$ cat config.mk
export PLATFORM = sky130hd
export DESIGN_NAME = seq_multiplier
export DESIGN_NICKNAME = d
export VERILOG_FILES = /design/src/rtl/mips_pkg.sv /design/src/rtl/thirtytwobitadder.sv /design/src/rtl/seq_multiplier.sv
export SDC_FILE = /design/constraint.sdc
export NUM_CORES = 1
export LEC_CHECK = 0
export ABC_AREA = 1
export CAP_MARGIN = 20
export CORE_MARGIN = 4
export CORE_UTILIZATION = 40
export CTS_CLUSTER_DIAMETER = 30
export DETAILED_ROUTE_END_ITERATION = 16
export PLACE_DENSITY_LB_ADDON = 0.2
export SETUP_SLACK_MARGIN = 0.5
export SYNTH_ARGS = -nofsm -noshare
export SYNTH_HDL_FRONTEND = slang
export SYNTH_SLANG_ARGS = --single-unit
$ cat constraint.sdc
create_clock -name clk -period 3.7 [get_ports clk]
set_input_delay 0.925 -clock clk [delete_from_list [all_inputs] [get_ports clk]]
set_output_delay 0.925 -clock clk [all_outputs]
set_load 0.1 [all_outputs]
$ cat src/rtl/mips_pkg.sv
`default_nettype none
// ============================================================================
// Module      : mips_pkg
// Description : Shared MIPS EX-stage definitions. Holds the multiplier state
//               encoding, the iteration count, the MULT/MULTU funct codes used
//               by the decoder, and the operand-magnitude helper.
// Revision    : 1.0 - initial release
// ============================================================================
package mips_pkg;

    // Multiplier FSM state encoding
    localparam logic [1:0] c_IDLE = 2'd0;
    localparam logic [1:0] c_CALC = 2'd1;
    localparam logic [1:0] c_FIX  = 2'd2;
    localparam logic [1:0] c_DONE = 2'd3;

    // One shift-add iteration per multiplier bit
    localparam int c_MUL_ITER = 32;

    // R-type funct codes that select the multiplier
    localparam logic [5:0] c_FUNCT_MULT  = 6'h18;
    localparam logic [5:0] c_FUNCT_MULTU = 6'h19;

    // Magnitude of a 32-bit operand. Only signed operands are negated;
    // |0x80000000| stays 0x80000000, which is correct read as unsigned.
    function automatic logic [31:0] f_mag(input logic [31:0] x, input logic is_signed);
        if (is_signed && x[31]) begin
            return ~x + 32'd1;
        end
        return x;
    endfunction

endpackage : mips_pkg
`default_nettype wire

$ cat src/rtl/thirtytwobitadder.sv
`default_nettype none
// ============================================================================
// Module      : thirtytwobitadder
// Description : 32-bit adder with carry in and carry out.
// Ports       : a, b     - 32-bit addends
//               carryin  - carry into bit 0
//               sum      - 32-bit sum
//               carryout - carry out of bit 31
// Revision    : 1.0 - initial release
// ============================================================================
module thirtytwobitadder (
    input  logic [31:0] a,
    input  logic [31:0] b,
    input  logic        carryin,
    output logic [31:0] sum,
    output logic        carryout
);

    assign {carryout, sum} = {1'b0, a} + {1'b0, b} + {32'b0, carryin};

endmodule : thirtytwobitadder
`default_nettype wire

$ cat src/rtl/seq_multiplier.sv
`default_nettype none
// ============================================================================
// Module      : seq_multiplier
// Description : Multi-cycle 32x32 -> 64 shift-add multiplier (MULT/MULTU)
//               writing HI/LO. Operands are reduced to magnitudes, multiplied
//               unsigned over 32 iterations, then negated if the signs differ.
// Ports       : clk       - rising-edge clock
//               rst_n     - asynchronous active-low reset
//               start     - request, sampled only in IDLE
//               signed_op - 1 = MULT, 0 = MULTU (sampled with start)
//               a, b      - multiplicand / multiplier (sampled with start)
//               busy      - high while an operation is in flight
//               done      - one-cycle pulse, hi/lo valid from this cycle
//               hi, lo    - product[63:32] / product[31:0]
// Revision    : 1.0 - initial release
// ============================================================================
module seq_multiplier
    import mips_pkg::*;
#(
    parameter int WIDTH = 32,  // only 32 supported: the adder is fixed-width
    parameter int CNT_W = 5
) (
    input  logic             clk,
    input  logic             rst_n,
    input  logic             start,
    input  logic             signed_op,
    input  logic [WIDTH-1:0] a,
    input  logic [WIDTH-1:0] b,
    output logic             busy,
    output logic             done,
    output logic [WIDTH-1:0] hi,
    output logic [WIDTH-1:0] lo
);

    logic [1:0]         r_state;
    logic [1:0]         w_state_nxt;
    logic [2*WIDTH-1:0] r_p;       // {partial product, remaining multiplier bits}
    logic [WIDTH-1:0]   r_m;       // multiplicand magnitude
    logic [CNT_W-1:0]   r_count;
    logic               r_neg;
    logic               r_busy;
    logic               r_done;
    logic [WIDTH-1:0]   r_hi;
    logic [WIDTH-1:0]   r_lo;
    logic               w_busy_nxt;
    logic               w_done_nxt;
    logic [WIDTH-1:0]   w_sum;
    logic               w_cout;
    logic               w_last_iter;

    assign w_last_iter = (r_count == CNT_W'(c_MUL_ITER - 1));

    thirtytwobitadder u_adder (
        .a        (r_p[2*WIDTH-1:WIDTH]),
        .b        (r_m),
        .carryin  (1'b0),
        .sum      (w_sum),
        .carryout (w_cout)
    );

    // ---------------- state register ----------------
    always_ff @(posedge clk or negedge rst_n) begin
        if (!rst_n) begin
            r_state <= c_IDLE;
        end else begin
            r_state <= w_state_nxt;
        end
    end

    // ---------------- next-state logic ----------------
    always_comb begin
        w_state_nxt = r_state;
        case (r_state)
            c_IDLE:  if (start) w_state_nxt = c_CALC;
            c_CALC:  if (w_last_iter) w_state_nxt = c_FIX;
            c_FIX:   w_state_nxt = c_DONE;
            c_DONE:  w_state_nxt = c_IDLE;
            default: w_state_nxt = c_IDLE;
        endcase
    end

    // ---------------- output logic ----------------
    // busy and done are registered: busy follows the state being entered,
    // done fires on the edge that leaves DONE, together with the hi/lo write.
    always_comb begin
        w_busy_nxt = (w_state_nxt != c_IDLE);
        w_done_nxt = (r_state == c_DONE);
    end

    // ---------------- datapath ----------------
    always_ff @(posedge clk or negedge rst_n) begin
        if (!rst_n) begin
            r_p     <= '0;
            r_m     <= '0;
            r_count <= '0;
            r_neg   <= 1'b0;
            r_busy  <= 1'b0;
            r_done  <= 1'b0;
            r_hi    <= '0;
            r_lo    <= '0;
        end else begin
            r_busy <= w_busy_nxt;
            r_done <= w_done_nxt;
            case (r_state)
                c_IDLE: begin
                    if (start) begin
                        r_m     <= f_mag(a, signed_op);
                        r_p     <= {{WIDTH{1'b0}}, f_mag(b, signed_op)};
                        r_count <= '0;
                        r_neg   <= signed_op & (a[WIDTH-1] ^ b[WIDTH-1]);
                    end
                end
                c_CALC: begin
                    // Add-then-shift: the adder carry becomes the new MSB.
                    if (r_p[0]) begin
                        r_p <= {w_cout, w_sum, r_p[WIDTH-1:1]};
                    end else begin
                        r_p <= {1'b0, r_p[2*WIDTH-1:1]};
                    end
                    r_count <= r_count + CNT_W'(1);
                end
                c_FIX: begin
                    if (r_neg) begin
                        r_p <= ~r_p + (2*WIDTH)'(1);
                    end
                end
                c_DONE: begin
                    r_hi <= r_p[2*WIDTH-1:WIDTH];
                    r_lo <= r_p[WIDTH-1:0];
                end
                default: ;
            endcase
        end
    end

    assign busy = r_busy;
    assign done = r_done;
    assign hi   = r_hi;
    assign lo   = r_lo;

endmodule : seq_multiplier
`default_nettype wire

==> flow_summary_export.csv, run 1 <==
group,metric,value,unit
placed_design,port_buffers,133,
power_and_ir_drop,finalPower,12000,uW
clock_tree,cts_tree,"done",
critical_path,cp_max_fo,2,
clock_tree,post_cts_resized,0,
layout,post-route-util,0.478,
power_and_ir_drop,vdd.ir_drop.worst,0.000567,V
global_routing,globalRouteOverflowTotal,0,
detailed_routing,route.antenna.remaining_nets,0,
clock_tree,clk_pin_slew_worst_paths,0.07,ns
clock_tree,htree_levels,4,
critical_path,crit_chain,"clkdlybuf4s50_1",
power_and_ir_drop,power_frac_seq,0.264,
critical_path,timing.critical_path.max_delay_family,"buffers and inverters",
global_routing,grt_pass1_wl,73.1,mm
critical_path,arrival,2.00,ns
layout,finish.instance_area,0.0157,mm^2
job,cap_viol_max_count,0,
critical_path,critical_path.startpoint_type,"register",
clock_tree,cts.hold.buffers_added,0,
layout,flow.area_growth_from_synthesis,16.9,%
die,top_level_ports,134,
critical_path,crit_path_end_kind,"output port",
yosys,postSynthRegisterBits,170,
placed_design,dpl-instance-area,0.0151,mm^2
timing,tns,0,ns
power_and_ir_drop,internal_power,5470,uW
power_and_ir_drop,power.net_switching,6490,uW
timing,setup-violations-final,0,
detailed_routing,route.detailed.vias_per_inst,5.33,
timing,number_of_hold_violations_in_the_final_report,0,
clock_tree,clock_buffer_count_from_cts,17,
timing,finalCriticalPeriod,2.93,ns
yosys,synth_area_leader_cell,"dfrtp_1",
yosys,synth_top_cells_by_area,"dfrtp_1, nand2_1, nor2_1",
yosys,yosys_warnings,0,
yosys,fraction_of_synthesis_flops_using_an_asynchronous_set_or_reset_pin,1.00,
die,start_util,0.409,
layout,antenna_cells,0,
detailed_routing,drtIter0Drc,1528,
layout,layout-drive-gt1-share,0.0692,
timing,worstMarginPinSlew,0.981,ns
outcome,status,"complete, no violations",
detailed_routing,detail_route.wl_per_cell,17.5,um
critical_path,timing.reg2reg.setup_slack,1.15,ns
critical_path,critical_path.n_buffers_inverters,1,
clock_tree,ctsRootBufferMaster,"clkbuf_16",
critical_path,critPathKind,"register to output port",
global_routing,grt_pass1_vias,13000,
timing,fmax,341,MHz
yosys,synthDominantCellAreaShare,0.317,
yosys,synth_area_per_cell,6.32,um^2
timing,max_slew_margin,0.344,
detailed_routing,wl,47.0,mm
die,fp.dieW,191,um
power_and_ir_drop,share_clk_of_total_power,0.156,
placed_design,dpl.hpwl,36.9,mm
power_and_ir_drop,combinational_group_share_of_total_power,0.579,
clock_tree,clock_tree.buffer_depth,2,
yosys,synth_enable_flop_cells,0,
clock_tree,number_of_setup_buffers_added_after_cts,0,
yosys,syn_nets,2234,
global_routing,grt_max_degree,92,
die,die_area,0.0365,mm^2
power_and_ir_drop,p_leak,0.00774,uW
clock_tree,cts.sink_count,170,
critical_path,cp.required,2.77,ns
die,chipHeight,191,um
clock_tree,worst_skew_pair.late_latency,0.46,ns
yosys,proportion_of_synthesized_chip_area_in_sequential_cells,0.317,
layout,finish.net_count,2339,
detailed_routing,drc,0,
detailed_routing,via_count,14300,
yosys,synth_ff_type,"dfrtp_1",
timing,layout_worst_path_cycle_share,0.792,
yosys,syn-instance-count,2123,
die,standard_cell_core_area,0.0328,mm^2
layout,layout.cells.most_common,"nand2_1",
yosys,syn-cell-area,0.0134,mm^2
layout,final_cell_mix,"nand2_1, nor2_1, inv_1",
global_routing,antenna_found_initial,0,
power_and_ir_drop,power_switching_share,0.543,
timing,timing_max_transition_violations_final,0,
yosys,synth.lib_cells_used.distinct,55,
timing,setup_repair_after_global_routing_missed_its_margin,"no",
global_routing,globalRouteTotalUtil,0.256,
die,placement_rows,66,
placed_design,finalWeightedCongestion,0.975,
min_path,worst_hold_path_type,"register to register",
timing,clock-skew-final,0.0124,ns
power_and_ir_drop,power_per_cell_area,763,mW/mm^2
critical_path,cp_slowest_stage_delay,1.16,ns
detailed_routing,first_pass_iters,8,
critical_path,timing.critical_path.slowest_stage_cell,"clkdlybuf4s50_1",
==> synth_stat cells, types with 2 or more instances <==
master	count
a21oi_1	177
buf_2	12
o211ai_1	16
buf_4	3
nand2_2	8
nand3_1	157
nor2_2	18
dfrtp_1	170
clkinv_1	3
o21ai_1	21
nand2_1	641
and2_1	3
nor3_2	2
nor4_1	4
buf_1	7
nand4_1	23
or2_2	9
nor2_1	257
xor2_1	46
ha_1	42
clkbuf_1	40
a21boi_1	3
o21ai_0	120
inv_1	252
xnor2_1	7
a31oi_1	2
a221oi_1	2
nor2_4	3
nand3_2	3
nor3_4	2
a21boi_0	4
nor3_1	24
inv_2	8
o21bai_1	3
o31ai_1	4
a22oi_1	8
==> power groups by stage <==
| stage | clock network, uW | registers, uW | logic, uW |
|---|---|---|---|
| global route | 1970 | 3210 | 7700 |
| finish | 1870 | 3160 | 6930 |
| detailed placement | 0 | 3170 | 6760 |
| floorplan | 0 | 3110 | 4620 |
| CTS | 1910 | 3130 | 6800 |
| global placement | 0 | 3160 | 6720 |
==> kinds of logic after synthesis <==
family / Yosys count / share of synthesized area
adder cells (fa/ha/maj): 43 / 0.0407
AND/OR/NAND/NOR: 1162 / 0.366
XOR/XNOR: 53 / 0.0346
AO/OA/AOI/OAI: 368 / 0.148
buffers and inverters: 327 / 0.0942
flip-flops: 170 / 0.317
==> sequential cells by signal (all words and copies together), names as in the netlist <==
register and cells:
r_p 64, r_count 5, r_neg 1, r_state 2, r_m 32, hi 32, busy 1, done 1
lo 32
==> through the flow <==
stage | hold WS, ns | worst slack (ns) | cells
final | 0.493 | 0.771 | 2683
after global placement | 0.474 | 0.548 | 2651
after global routing | 0.521 | 0.723 | 2683
after detailed placement | 0.482 | 0.539 | 2651
after CTS | 0.499 | 0.743 | 2683
after floorplan | 0.453 | 1.42 | 2123
==> area by class of cell <==
cell class              instances  area (um^2)
multi-input cells            1626         7910
clock inverters                13          156
inverters                     264          993
clock buffers                  19          443
fillers                      3481        17100
repair buffers                149         1370
flip-flops and latches        170         4250
well taps                     442          553
==> worst paths after layout <==
kind | from | end | cells past startpoint
max reg2reg | r_state[0] | r_p[5] | 10
max in group asynchronous | rst_n | r_m[16] | 2
max | lo[16] | lo[16] | 1
min | r_m[16] | r_m[16] | 2
min reg2reg | r_m[16] | r_m[16] | 2
min in group asynchronous | rst_n | lo[12] | 1
==> routing by layer <==
metal	up-vias	GRT usage	wire, um
met4	0	0.0649	914
met2	584	0.365	19200
met3	52	0.0531	4200
met1	6623	0.392	22700
met5	-	0	0
li1	7039	-	-
Note: power is estimated with default switching activity, not from simulation.
==> inputs of run 2 (changes only) <==
==> constraint.sdc (replaced) <==
create_clock -name clk -period 3.02 [get_ports clk]
set_input_delay 0.755 -clock clk [delete_from_list [all_inputs] [get_ports clk]]
set_output_delay 0.755 -clock clk [all_outputs]
set_load 0.1 [all_outputs]
==> run 2 against run 1 <==
Register-to-register slack worse by 0.53 ns. Critical path depth up 12. Sequential share of layout area down 0.17 points. Final cell count up 0.48%. Wire length up 1.8%. Utilization up 0.30 points. Via count up 0.84%. Non-clock buffer count up 13. Combinational power up 24%. Final area up 0.63%. Die area unchanged. Clock skew up 0.0081 ns. Critical path type is now register to register. Highest routed layer unchanged.
==> flow_summary_export.csv, run 2 (synthesis gave the netlist of run 1 again) <==
group,metric,value,unit
placed_design,finalWeightedCongestion,0.974,
clock_tree,cts.hold.buffers_added,0,
detailed_routing,route.antenna.remaining_nets,0,
timing,worstMarginPinSlew,0.679,ns
timing,setup_repair_after_global_routing_missed_its_margin,"yes",
timing,finalWorstSetupSlack,0.624,ns
layout,layout.cells.most_common,"nand2_1",
detailed_routing,detail_route.wl_per_cell,17.8,um
power_and_ir_drop,internal_power,6700,uW
global_routing,globalRouteOverflowTotal,0,
timing,tns,0,ns
layout,finish.net_count,2352,
job,cap_viol_max_count,0,
placed_design,dp_slack,0.227,ns
layout,final_cell_mix,"nand2_1, nor2_1, inv_1",
clock_tree,htree_levels,4,
outcome,status,"complete, no violations",
clock_tree,clock_buffer_count_from_cts,17,
layout,max_flop_register,"r_p",
min_path,worst_hold_path_type,"primary input to asynchronous set/reset pin",
timing,max_slew_margin,0.548,
timing,finalCriticalPeriod,2.40,ns
timing,timing_max_transition_violations_final,0,
die,die_area,0.0365,mm^2
layout,layout-drive-gt1-share,0.0870,
power_and_ir_drop,power_frac_seq,0.264,
power_and_ir_drop,vdd.ir_drop.worst,0.000735,V
global_routing,antenna_found_initial,0,
power_and_ir_drop,combinational_group_share_of_total_power,0.581,
critical_path,critical_path.startpoint_type,"register",
critical_path,critPathKind,"register to register",
layout,antenna_cells,0,
layout,largest_reg_flops,64,
detailed_routing,drc,0,
die,top_level_ports,134,
clock_tree,clock_tree.buffer_depth,2,
clock_tree,clk_pin_slew_worst_paths,0.09,ns
power_and_ir_drop,power_per_cell_area,936,mW/mm^2
detailed_routing,wl,47.9,mm
critical_path,cp.required,3.37,ns
clock_tree,worst_skew_pair.late_latency,0.47,ns
layout,num-fill-cells,3448,
global_routing,grt_pass1_wl,74.5,mm
critical_path,crit_path_end_kind,"register",
die,placement_rows,66,
die,start_util,0.409,
placed_design,dpl.hpwl,37.7,mm
timing,fmax,417,MHz
critical_path,cp_max_fo,5,
detailed_routing,drtIter0Drc,1579,
die,chipHeight,191,um
global_routing,grt_pass1_vias,13200,
layout,flow.area_growth_from_synthesis,17.6,%
global_routing,grt_max_degree,70,
die,fp.dieW,191,um
power_and_ir_drop,power_switching_share,0.546,
timing,number_of_hold_violations_in_the_final_report,0,
critical_path,arrival,2.74,ns
power_and_ir_drop,share_clk_of_total_power,0.156,
detailed_routing,route.detailed.vias_per_inst,5.35,
timing,clock-skew-final,0.0205,ns
placed_design,port_buffers,133,
detailed_routing,via_count,14400,
global_routing,globalRouteTotalUtil,0.261,
die,standard_cell_core_area,0.0328,mm^2
power_and_ir_drop,p_leak,0.00785,uW
timing,layout_worst_path_cycle_share,0.793,
clock_tree,cts.sink_count,170,
timing,setup-violations-final,0,
clock_tree,ctsRootBufferMaster,"clkbuf_16",
detailed_routing,first_pass_iters,7,
clock_tree,cts_tree,"done",
power_and_ir_drop,power.net_switching,8060,uW
[run 2: cell count changes in the layout (fill, tap and decap cells not counted), sizes merged]
cell           previous run  this run
buf                      61        96
clkdlybuf4s50            88        66
bufinv                    2         1
clkinv                    7         5
inv                     267       270
[run 2: power by group through the flow]
stage / combinational, uW / sequential (uW) / clock, uW
6_report: 8570 / 3890 / 2300
3_3_place_gp: 8270 / 3890 / 0
5_1_grt: 9560 / 3960 / 2420
4_1_cts: 8380 / 3850 / 2340
2_1_floorplan: 5660 / 3810 / 0
3_5_place_dp: 8330 / 3890 / 0
[run 2: worst paths after layout]
kind                            slack, ns  cells past startpoint  endpoint  startpoint
worst max-delay path                 0.62                     13   r_p[54]     r_p[44]
worst min-delay path                 0.17                      1    lo[10]       rst_n
worst max register to register       0.62                     13   r_p[54]     r_p[44]
worst min register to register       0.49                      2    r_m[6]      r_m[6]
max in group asynchronous            2.07                      2   r_p[56]       rst_n
min in group clk                     0.49                      2    r_m[6]      r_m[6]
[run 2: layer usage]
layer,vias to the layer above,track usage,routed length [um]
met1,6698,0.401,23200
met3,53,0.0486,4150
met4,0,0.0541,705
met2,590,0.380,19900
li1,7077,-,-
met5,-,0,0
[run 2: cell type report]
class                           count  area [um^2]  area share
Multi-Input combinational cell   1626         7930       0.502
Sequential cell                   170         4250       0.270
Timing Repair Buffer              162         1450      0.0920
Inverter                          264          996      0.0631
Tap cell                          442          553      0.0351
Clock buffer                       19          443      0.0281
Clock inverter                     13          151     0.00960
[run 2: critical path, stage by stage, from the launching register on]
cell     delay, ns
dfrtp_1       0.46
ha_1          0.40
nand2_1       0.15
nor2_2        0.21
and2_1        0.15
nand2_1       0.05
nand2_1       0.22
nand2_1       0.11
nand3_1       0.08
nand3_1       0.17
nand2_1       0.13
nand2_1       0.05
nand2_1       0.05
nand2_1       0.05
[run 2: timing repair]
item | 4_1_cts | 5_1_grt
endpoints found under the setup margin | 1 | 33
setup buffers | 0 | 3
pin swaps | 0 | 2
resized for setup | 1 | 7
cloned | 0 | 0
[run 2: per-stage QoR]
stage	total power [uW]	instance area, um^2	std cells	util	hold slack, ns
floorplan	9470	13400	2123	-	0.453
global placement	12200	15100	2661	0.461	0.474
detailed placement	12200	15100	2661	0.461	0.479
CTS	14600	15700	2693	0.479	0.161
global route	15900	15800	2696	0.481	0.182
finish	14800	15800	2696	0.481	0.169
